`src/rtl/aznable_timer.sv`:
```
// rtl/aznable_timer.sv - multi-channel prescaled millisecond timer peripheral
//
// Purpose: CHANNELS independent counters, each advanced once every DIVIDER
// clk_sys cycles. Multi-byte counter reads are tear-free via a snapshot that
// a low-byte read captures. Optional compare/match/interrupt logic is
// compiled in when the macro AZNABLE_TIMER_IRQ_EN is defined.
//
// Ports:
//   clk_sys  system clock, rising edge
//   reset_n  asynchronous active-low reset
//   cs       timer window select
//   wr_n     CPU write strobe, active low, level-sensitive
//   rd_n     CPU read strobe, active low, level-sensitive
//   addr     {channel[2:0], reg[2:0]}
//   din      CPU write data
//   dout     CPU read data, combinational, 0 when cs=0
//   int_n    registered interrupt request, active low
module aznable_timer #(
  parameter int CHANNELS = 2,
  parameter int WIDTH    = 16,
  parameter int DIVIDER  = 24000
) (
  input  logic       clk_sys,
  input  logic       reset_n,
  input  logic       cs,
  input  logic       wr_n,
  input  logic       rd_n,
  input  logic [5:0] addr,
  input  logic [7:0] din,
  output logic [7:0] dout,
  output logic       int_n
);

  localparam int            PW       = $clog2(DIVIDER);
  localparam logic [PW-1:0] PRE_LAST = PW'(DIVIDER - 1);

  logic [2:0] ch_sel;
  logic [2:0] reg_sel;
  logic       wr_cyc;
  logic       rd_cyc;

  assign ch_sel  = addr[5:3];
  assign reg_sel = addr[2:0];
  assign wr_cyc  = cs & ~wr_n;
  assign rd_cyc  = cs & ~rd_n;

  logic [CHANNELS*8-1:0] rd_flat;

`ifdef AZNABLE_TIMER_IRQ_EN
  logic [CHANNELS-1:0] irq_vec;
`else
  logic unused_din;
  assign unused_din = ^din[7:1];
`endif

  for (genvar i = 0; i < CHANNELS; i++) begin : g_ch
    logic             hit;
    logic             wr_hit;
    logic             cnt_clr;
    logic             tick;
    logic             wrap_to_zero;
    logic [PW-1:0]    pre;
    logic [WIDTH-1:0] cnt;
    logic [15:0]      snap;
    logic             en;
    logic [7:0]       ctrl_rd;
    logic [7:0]       cmp_lo_rd;
    logic [7:0]       cmp_hi_rd;
    logic [7:0]       rd_byte;

    assign hit     = (ch_sel == 3'(i));
    assign wr_hit  = wr_cyc & hit;
    assign cnt_clr = wr_hit & ((reg_sel == 3'd0) | (reg_sel == 3'd1));
    assign tick    = en & (pre == PRE_LAST);

    // A counter write restarts the prescaler so the first tick after a clear
    // lands exactly DIVIDER cycles after the write's last cycle.
    always_ff @(posedge clk_sys or negedge reset_n) begin
      if (!reset_n)     pre <= '0;
      else if (cnt_clr) pre <= '0;
      else if (en)      pre <= tick ? '0 : pre + 1'b1;
    end

    always_ff @(posedge clk_sys or negedge reset_n) begin
      if (!reset_n)     cnt <= '0;
      else if (cnt_clr) cnt <= '0;
      else if (tick)    cnt <= wrap_to_zero ? '0 : cnt + 1'b1;
    end

    always_ff @(posedge clk_sys or negedge reset_n) begin
      if (!reset_n)                            en <= 1'b1;
      else if (wr_hit && reg_sel == 3'd4)      en <= din[0];
    end

    // Captured on every low-byte read cycle so a following high-byte read
    // returns the same 16-bit value even if a carry happened in between.
    always_ff @(posedge clk_sys or negedge reset_n) begin
      if (!reset_n)                              snap <= '0;
      else if (rd_cyc && hit && reg_sel == 3'd0) snap <= 16'(cnt);
    end

`ifdef AZNABLE_TIMER_IRQ_EN
    logic [WIDTH-1:0] cmp;
    logic [15:0]      cmp_ext;
    logic             autoclr;
    logic             irqen;
    logic             match;
    logic             match_now;

    assign cmp_ext = 16'(cmp);
    // A counter write in the same cycle suppresses the match; a cmp write in
    // the same cycle does not matter because the old cmp is compared here.
    assign match_now    = tick & ~cnt_clr & (cnt == cmp);
    assign wrap_to_zero = match_now & autoclr;

    always_ff @(posedge clk_sys or negedge reset_n) begin
      if (!reset_n)                        cmp <= '1;
      else if (wr_hit && reg_sel == 3'd2)  cmp <= WIDTH'({cmp_ext[15:8], din});
      else if (wr_hit && reg_sel == 3'd3)  cmp <= WIDTH'({din, cmp_ext[7:0]});
    end

    always_ff @(posedge clk_sys or negedge reset_n) begin
      if (!reset_n) begin
        autoclr <= 1'b0;
        irqen   <= 1'b0;
        match   <= 1'b0;
      end else begin
        if (wr_hit && reg_sel == 3'd4) begin
          autoclr <= din[1];
          irqen   <= din[2];
        end
        // Setting wins over a simultaneous write-one-to-clear.
        if (match_now)                                  match <= 1'b1;
        else if (wr_hit && reg_sel == 3'd4 && din[7])   match <= 1'b0;
      end
    end

    assign ctrl_rd    = {match, 4'b0000, irqen, autoclr, en};
    assign cmp_lo_rd  = cmp_ext[7:0];
    assign cmp_hi_rd  = cmp_ext[15:8];
    assign irq_vec[i] = match & irqen;
`else
    assign wrap_to_zero = 1'b0;
    assign ctrl_rd      = {7'b0000000, en};
    assign cmp_lo_rd    = 8'h00;
    assign cmp_hi_rd    = 8'h00;
`endif

    always_comb begin
      rd_byte = 8'h00;
      case (reg_sel)
        3'd0:    rd_byte = 8'(cnt);
        3'd1:    rd_byte = snap[15:8];
        3'd2:    rd_byte = cmp_lo_rd;
        3'd3:    rd_byte = cmp_hi_rd;
        3'd4:    rd_byte = ctrl_rd;
        default: rd_byte = 8'h00;
      endcase
    end

    assign rd_flat[i*8 +: 8] = rd_byte;
  end

  // Channels at or above CHANNELS never match and therefore read 0.
  always_comb begin
    dout = 8'h00;
    if (cs) begin
      for (int i = 0; i < CHANNELS; i++) begin
        if (ch_sel == 3'(i)) dout = rd_flat[i*8 +: 8];
      end
    end
  end

`ifdef AZNABLE_TIMER_IRQ_EN
  always_ff @(posedge clk_sys or negedge reset_n) begin
    if (!reset_n) int_n <= 1'b1;
    else          int_n <= ~(|irq_vec);
  end
`else
  assign int_n = 1'b1;
`endif

endmodule

```
`config.mk`:
```
export PLATFORM = sky130hd
export DESIGN_NAME = aznable_timer
export DESIGN_NICKNAME = d
export VERILOG_FILES = /design/src/rtl/aznable_timer.sv
export SDC_FILE = /design/constraint.sdc
export NUM_CORES = 1
export LEC_CHECK = 0
export CORE_UTILIZATION = 40
export CTS_CLUSTER_SIZE = 14
export DETAILED_ROUTE_END_ITERATION = 6
export GPL_ROUTABILITY_DRIVEN = 0
export GPL_TIMING_DRIVEN = 0
export HOLD_SLACK_MARGIN = 0.05
export PLACE_DENSITY = 0.56
export SYNTH_ARGS = -nofsm -noshare
export SYNTH_HDL_FRONTEND = slang
export SYNTH_SLANG_ARGS = --single-unit
```
`constraint.sdc`:
```
create_clock -name clk_sys -period 3.95 [get_ports clk_sys]
set_input_delay 0.395 -clock clk_sys [delete_from_list [all_inputs] [get_ports clk_sys]]
set_output_delay 0.395 -clock clk_sys [all_outputs]
set_load 0.1 [all_outputs]
```
==> Word level (Yosys, flattened, before mapping) <==
Index checks and enable logic that the tools add are counted.
{ "op_classes": {"div": 0, "reduce_logical": 12, "mul": 0, "magnitude_cmp": 0, "shift": 0, "n_addsub": 4, "bitwise": 11, "n_eq_ne": 5, "muxes": 15} }
{ "ops": {"columns": ["cell", "count"], "rows": [
  ["15-bit two-way mux", 6],
  ["16-bit two-way mux", 4],
  ["8-bit one-hot mux with 3 select lines", 2],
  ["16-bit by 1-bit adder with 16-bit output, second input constant", 2],
  ["15-bit by 1-bit adder with 15-bit output, second input constant", 2],
  ["15-bit equality test, second input constant", 2],
  ["8-bit two-way mux", 3],
  ["1-bit AND", 8],
  ["2-bit nonzero test", 4],
  ["3-bit by 1-bit equality test with 1-bit output, second input constant", 2],
  ["1-bit logical AND", 6],
  ["3-bit logical NOT", 2],
  ["3-bit equality test, second input constant", 1],
  ["1-bit NOT", 2],
  ["1-bit bitwise OR", 1]
]} }
{ "word_totals": {"ramBits": 0, "mem_count": 0, "output_inout_bits": 9, "wordCells": 55, "inputBits": 19, "reg_bits": 96, "romBits": 0, "latch_bits": 0} }

==> Logic depth before layout (Yosys ltp) <==
Gate-level depths: netlist (run 1).
{ "logic_depth": {"word_depth": 5, "ltp_mapped": 7, "ltp_nobuf": 5} }

==> Worst setup path before layout (run 1) <==
Ideal clock, no wire load.
{ "synth_timing": {"kind": "input-to-output", "start": "input port addr[0]", "end": "output port dout[6]", "path_stages": 5, "path_buffers": 2, "required_ps": 3555, "arrival_ps": 2846, "slack_ps": 709, "cell_sequence": "clkbuf_1 > buf_1 > mux2i_1 > o22a_1 > nor2_1"} }
{ "synth_via": {"elab_chain_len": 5, "word_cells_on_any_way": 8, "classes_between": "eq/ne (2); mux (5); reduce/logical (1)"} }
{ "synth_lines": {"columns": ["element", "line", "source"], "rows": [
  ["start, declared", "28", "input logic [5:0] addr,"],
  ["3-bit equality test (tied with other cells)", "151", "case (reg_sel)"],
  ["8-bit one-hot mux with 3 select lines", "151", null],
  ["8-bit two-way mux", "169", "if (ch_sel == 3'(i)) dout = rd_flat[i*8 +: 8];"],
  ["8-bit two-way mux (*)", "169", null],
  ["8-bit two-way mux (*)", "167", "if (cs) begin"],
  ["end, declared", "30", "output logic [7:0] dout,"]
]} }
Mark *: on every way between the ends. The rest lies on a longest branch, timed or not.

==> Worst setup path after layout (run 1) <==
{ "layout_timing": {"start": "input port addr[0]", "end": "output port dout[1]"} }
Same word-level chain as after synthesis.

==> impl_metrics.ini, run 1 <==
[worst_hold_path]
min_from = g_ch[1].snap[10]
hp-class = reg2reg
hold_path_end = g_ch[1].snap[10]
hold_path_depth = 1

[power]
irDropWorstVdd_mv = 0.241
power_uw = 2230
powerDensity_nw_per_um2 = 449
p_leak_uw = 0.00189

[clock_tree]
path_clk_slew_ns = 0.08
cts_buffer_depth = 2
htreeDepth = 3
cts_tree = done
cts_buffers = 9
cts-root-buf = clkbuf_8
clkSinkCount = 80
insertion_delay_ns = 0.35

[timing]
slew_violations = 0
finalClockSkew_ns = 0.00579
finalCritPeriodShare = 0.901
worst_pin_slew_ns = 0.957
finalHoldViolations = 0
rsz0062_at_grt = no
period_minus_slack_ns = 3.56
timing.hold.ws_ns = 0.512
finalSetupViolCount = 0
slew_headroom = 0.365
fmax_mhz = 281

[final_layout]
fin_cells = 626
syn2layout_area_growth_pct = 13.4
fin_nets = 508
drive_gt1_frac = 0.106
antenna_cells = 0

[floorplanning]
die_w_um = 107
core-area_um2 = 10500
rows = 37
dieArea_um2 = 11400
pin_count = 28
die_y_um = 107
initial_core_util = 0.418

[yosys]
synth_nets = 476
synth_edf_count = 0
synth_simple_gate_area_frac = 0.243
ys_warn_count = 0
ys_ff_latch = 80
synth_top_cell_by_area = dfrtp_1
synthXorXnorAreaFrac = 0.0220
synth_mux_area_frac = 0.0852
ys_types = 49
async_reset_ff_frac = 1.00
synthCells = 453
synth_top_flop_cell = dfrtp_1
netlist_area_um2 = 4380
synth_top_family_by_area = simple AND/OR/NAND/NOR gates
synth-compound-area-share = 0.151
synth_top_cell_area_share = 0.446
ys_top_cells_by_area = dfrtp_1 45%, a21oi_1 5.7%, mux2_2 4.6%
avgSynthCellArea_um2 = 9.66
yosysMostFrequentCell = dfrtp_1
yosys-top-cells-count = 78 x dfrtp_1, 50 x a21oi_1, 30 x nand2_1
synthAdderAreaFrac = 0.0114
ys_seq_area_frac = 0.458

[critical_path]
worstPathRequired_ns = 3.56
cp-start-kind = input pin
reg2reg_depth = 7
end_kind = primary output
crit_fanout = 10
crit_family = buffers and inverters
r2r_start = g_ch[1].en
cp_slowest_cell = clkbuf_1
worstSetupPathType = in2out
path_buf_inv = 4
r2r-end = g_ch[1].cnt[15]
slowest_delay_ns = 0.63
arrival_ns = 3.16
ff2ff_setup_slack_ns = 1.37
cp_cell_sequence = clkdlybuf4s50_1, clkbuf_1, buf_1, mux2i_1, o22a_1, nor2_1, clkbuf_2
cp_num_cells = 7

[drt]
met3_length_um = 235
dr_wl_met2_um = 4720
drt_iter0_drc = 140
met1_length_um = 5460
vias_per_cell = 5.91
highest_layer = met4
drt-pass1-iter-count = 5
drc = 0
drt-total-wl_um = 10600
vias = 3698
ant_nets = 0
wl_per_cell_um = 16.9

[global_routing]
antenna_found_initial = 0
grt_pass1_wl_um = 17900
gr-usage-all-layers = 0.199
grt_pass1_vias = 3499
gr-total-overflow = 0
grt_max_degree = 47

[placed_design]
dp_hpwl_um = 7450
io_buffers = 19
place_inst = 609

[run_status]
status = finished clean

[job]
drv_cap = 0
cells in the final DEF (no fill, tap or decap), types with 5 or more instances in the layout:
cell type	synthesis	routed
nand2_1	30	30
nor2_1	23	23
a21oi_1	50	50
o22a_1	7	7
dfrtp_1	78	78
clkbuf_1	17	20
clkbuf_2	0	7
clkbuf_8	0	10
xor2_1	7	7
or4_1	22	22
nand3_1	21	21
or3_1	25	25
o21ai_0	24	24
o31ai_1	21	21
and4_1	6	6
mux2_2	18	18
clkdlybuf4s50_1	0	10
and2_1	5	5
and3_1	7	7
nand4_1	22	22
inv_1	5	5
mux2i_1	17	17
cells by family (layout without fill, tap and decap cells):
logic type	Yosys count	after routing
other	1	1
muxes	35	35
buffers and inverters	28	65
adders and majority gates	4	4
AOI/OAI and AO/OA	111	111
and+or+nand+nor	183	183
xor gates and xnor gates	11	11
DFF	80	80
final cells by class:
type,count,area [um2]
Clock buffer,13,149
Sequential cell,80,2000
Multi-Input combinational cell,345,2260
Fill cell,1025,5500
Timing Repair Buffer,21,189
Clock inverter,3,65.1
Buffer,23,106
Inverter,5,18.8
Tap cell,136,170
sequential cells by signal, summed over array words and instances, names as in the netlist:
signal,count
g_ch.cnt,32
g_ch.en,2
g_ch.snap,16
g_ch.pre,30
worst max path at each step:
| stage | startpoint | to | slack (ns) |
|---|---|---|---|
| floorplan | addr[0] | dout[6] | 0.71 |
| global placement | reset_n | g_ch[1].pre[7] | -0.57 |
| detailed placement | addr[0] | dout[1] | -0.28 |
| CTS | addr[0] | dout[1] | 0.008 |
| global route | addr[0] | dout[1] | 0.24 |
| finish | addr[0] | dout[1] | 0.39 |
timing repair:
action	CTS	global route
endpoints found under the setup margin	8	8
hold buffers	1	0
resized for setup	8	15
endpoints found under the hold margin	32	0
buffers inserted	0	0
layer usage:
| layer | vias up | GRT usage |
|---|---|---|
| li1 | 1791 | - |
| met2 | 51 | 0.301 |
| met5 | - | 0 |
| met4 | 0 | 0.0724 |
| met3 | 11 | 0.0261 |
| met1 | 1845 | 0.290 |
per-stage QoR:
step | worst slack, ns | util | instance area (um2) | setup TNS [ns]
floorplan | 0.709 | - | 4380 | 0
global placement | -0.572 | 0.453 | 4740 | -45.86
detailed placement | -0.276 | 0.456 | 4770 | -1.57
CTS | 0.00836 | 0.476 | 4980 | 0
global route | 0.244 | 0.474 | 4960 | 0
finish | 0.391 | 0.474 | 4960 | 0
report_power, final:
part           switching [uW]  internal (uW)  total (uW)  leakage [uW]
logic                     246            183         428      0.000806
registers                 169            961        1130      0.000974
clock network             294            374         667      0.000108
total                     709           1520        2230       0.00189
(Power assumes the default switching activity.)
==> inputs of run 2 (changes only) <==
==> constraint.sdc (replaced) <==
create_clock -name clk_sys -period 3.95 [get_ports clk_sys]
set_input_delay 0.395 -clock clk_sys [delete_from_list [all_inputs] [get_ports clk_sys]]
set_output_delay 0.395 -clock clk_sys [all_outputs]
set_load 0.02 [all_outputs]
==> run 2 against run 1 <==
  * Final area rose by 0.63%
  * Sequential cell count did not move
  * Total power fell by 0.24%
==> impl_metrics.ini, run 2 (same netlist as run 1, synthesis figures left out) <==
[global_routing]
gr-usage-all-layers = 0.199
grt_pass1_vias = 3499
grt_pass1_wl_um = 17900
grt_max_degree = 47
gr-total-overflow = 0
antenna_found_initial = 0

[run_status]
status = finished clean

[final_layout]
fin_nets = 508
reg.largest.list = g_ch.cnt (32), g_ch.pre (30), g_ch.snap (16)
syn2layout_area_growth_pct = 14.1
drive_gt1_frac = 0.0898
top_register = g_ch.cnt
largest_reg_flops = 32
fill_cells = 1023
mostFrequentLayoutCell = dfrtp_1
layout.cells.most_common_list = 78 x dfrtp_1, 50 x a21oi_1, 30 x nand2_1
antenna_cells = 0

[clock_tree]
cts_buffer_depth = 2
clkSinkCount = 80
post-cts-setup-buffers = 0
cts-root-buf = clkbuf_8
path_clk_slew_ns = 0.08
cts_tree = done
insertion_delay_ns = 0.35
cts_buffers = 9
htreeDepth = 3

[drt]
drt-total-wl_um = 10500
drt-pass1-iter-count = 4
wl_per_cell_um = 16.8
drt_iter0_drc = 153
vias = 3708
drc = 0
ant_nets = 0
vias_per_cell = 5.92

[placed_design]
io_buffers = 19
dp_hpwl_um = 7450

[floorplanning]
pin_count = 28
dieArea_um2 = 11400
die_y_um = 107
core-area_um2 = 10500
die_w_um = 107
rows = 37
initial_core_util = 0.418

[timing]
slew_headroom = 0.373
worst_pin_slew_ns = 0.932
fmax_mhz = 271
setup_tns_ns = 0
finalHoldViolations = 0
finalClockSkew_ns = 0.00645
timing.hold.ws_ns = 0.510
rsz0062_at_grt = no
slew_violations = 0
finalCritPeriodShare = 0.933
period_minus_slack_ns = 3.69
finalSetupViolCount = 0

[critical_path]
slowest_delay_ns = 0.62
cp-start-kind = input pin
crit_path_frequent_cell = clkdlybuf4s50_1
worstPathRequired_ns = 3.56
r2r_start = g_ch[1].en
cp_slowest_cell = clkbuf_1
cp_cell_sequence = clkdlybuf4s50_1, clkbuf_1, buf_1, mux2i_1, o22a_1, nor2_1, clkdlybuf4s50_1
arrival_ns = 3.29
crit_fanout = 10
worstSetupPathType = in2out
crit_start = addr[0]
end_kind = primary output

[power]
irDropWorstVdd_mv = 0.240
power_uw = 2220
powerDensity_nw_per_um2 = 445
p_leak_uw = 0.00187

[worst_hold_path]
hp-class = reg2reg
min_from = g_ch[1].snap[10]

[job]
drv_cap = 0
[run 2: path summary, 6_finish.rpt]
kind                            slack (ns)  cells after the start                to
max in group asynchronous             2.81                      3    g_ch[1].pre[8]
worst max-delay path                  0.26                      7           dout[1]
min in group asynchronous             0.55                      2   g_ch[0].cnt[13]
worst max register to register        1.36                      7   g_ch[1].cnt[15]
worst min-delay path                  0.51                      1  g_ch[1].snap[10]
worst min register to register        0.51                      1  g_ch[1].snap[10]
[run 2: through the flow]
stage,util,cells,area (um2),setup WS [ns]
2_1_floorplan,-,453,4380,1.56
3_3_place_gp,0.453,608,4740,-0.572
3_5_place_dp,0.456,609,4770,0.255
4_1_cts,0.477,626,4990,0.252
5_1_grt,0.477,626,4990,0.0899
6_report,0.477,626,4990,0.265
[run 2: metal layers]
layer / GRT usage / vias to the layer above / wire [um]
met5: 0 / - / 0
met4: 0.0724 / 0 / 159
met3: 0.0261 / 11 / 240
met2: 0.301 / 51 / 4690
met1: 0.290 / 1853 / 5450
li1: - / 1793 / -
[run 2: repair_timing]
item,4_1_cts,5_1_grt
hold endpoints to repair,32,0
setup endpoints to repair,0,0
gates resized for setup,0,0
hold buffers,1,0
[run 2: layout make-up]
type | count | area (um2) | area share
buffer | 23 | 106 | 0.0213
clock buffer | 13 | 149 | 0.0298
clock inverter | 3 | 65.1 | 0.0130
inverter | 5 | 18.8 | 0.00376
multi-input combinational | 345 | 2250 | 0.451
sequential | 80 | 2000 | 0.402
tap | 136 | 170 | 0.0341
timing repair buffer | 21 | 225 | 0.0451
[run 2: report_power, final]
part	internal, uW	leakage, uW	switching (uW)
clock network	374	0.000108	294
logic	183	0.000791	239
registers	961	0.000974	169
[run 2: critical path, delay by kind of cell]
kind / cells / cell delay, ns
compound gates: 1 / 0.24
buf+inv: 4 / 2.34
mux: 1 / 0.18
simple gates: 1 / 0.13
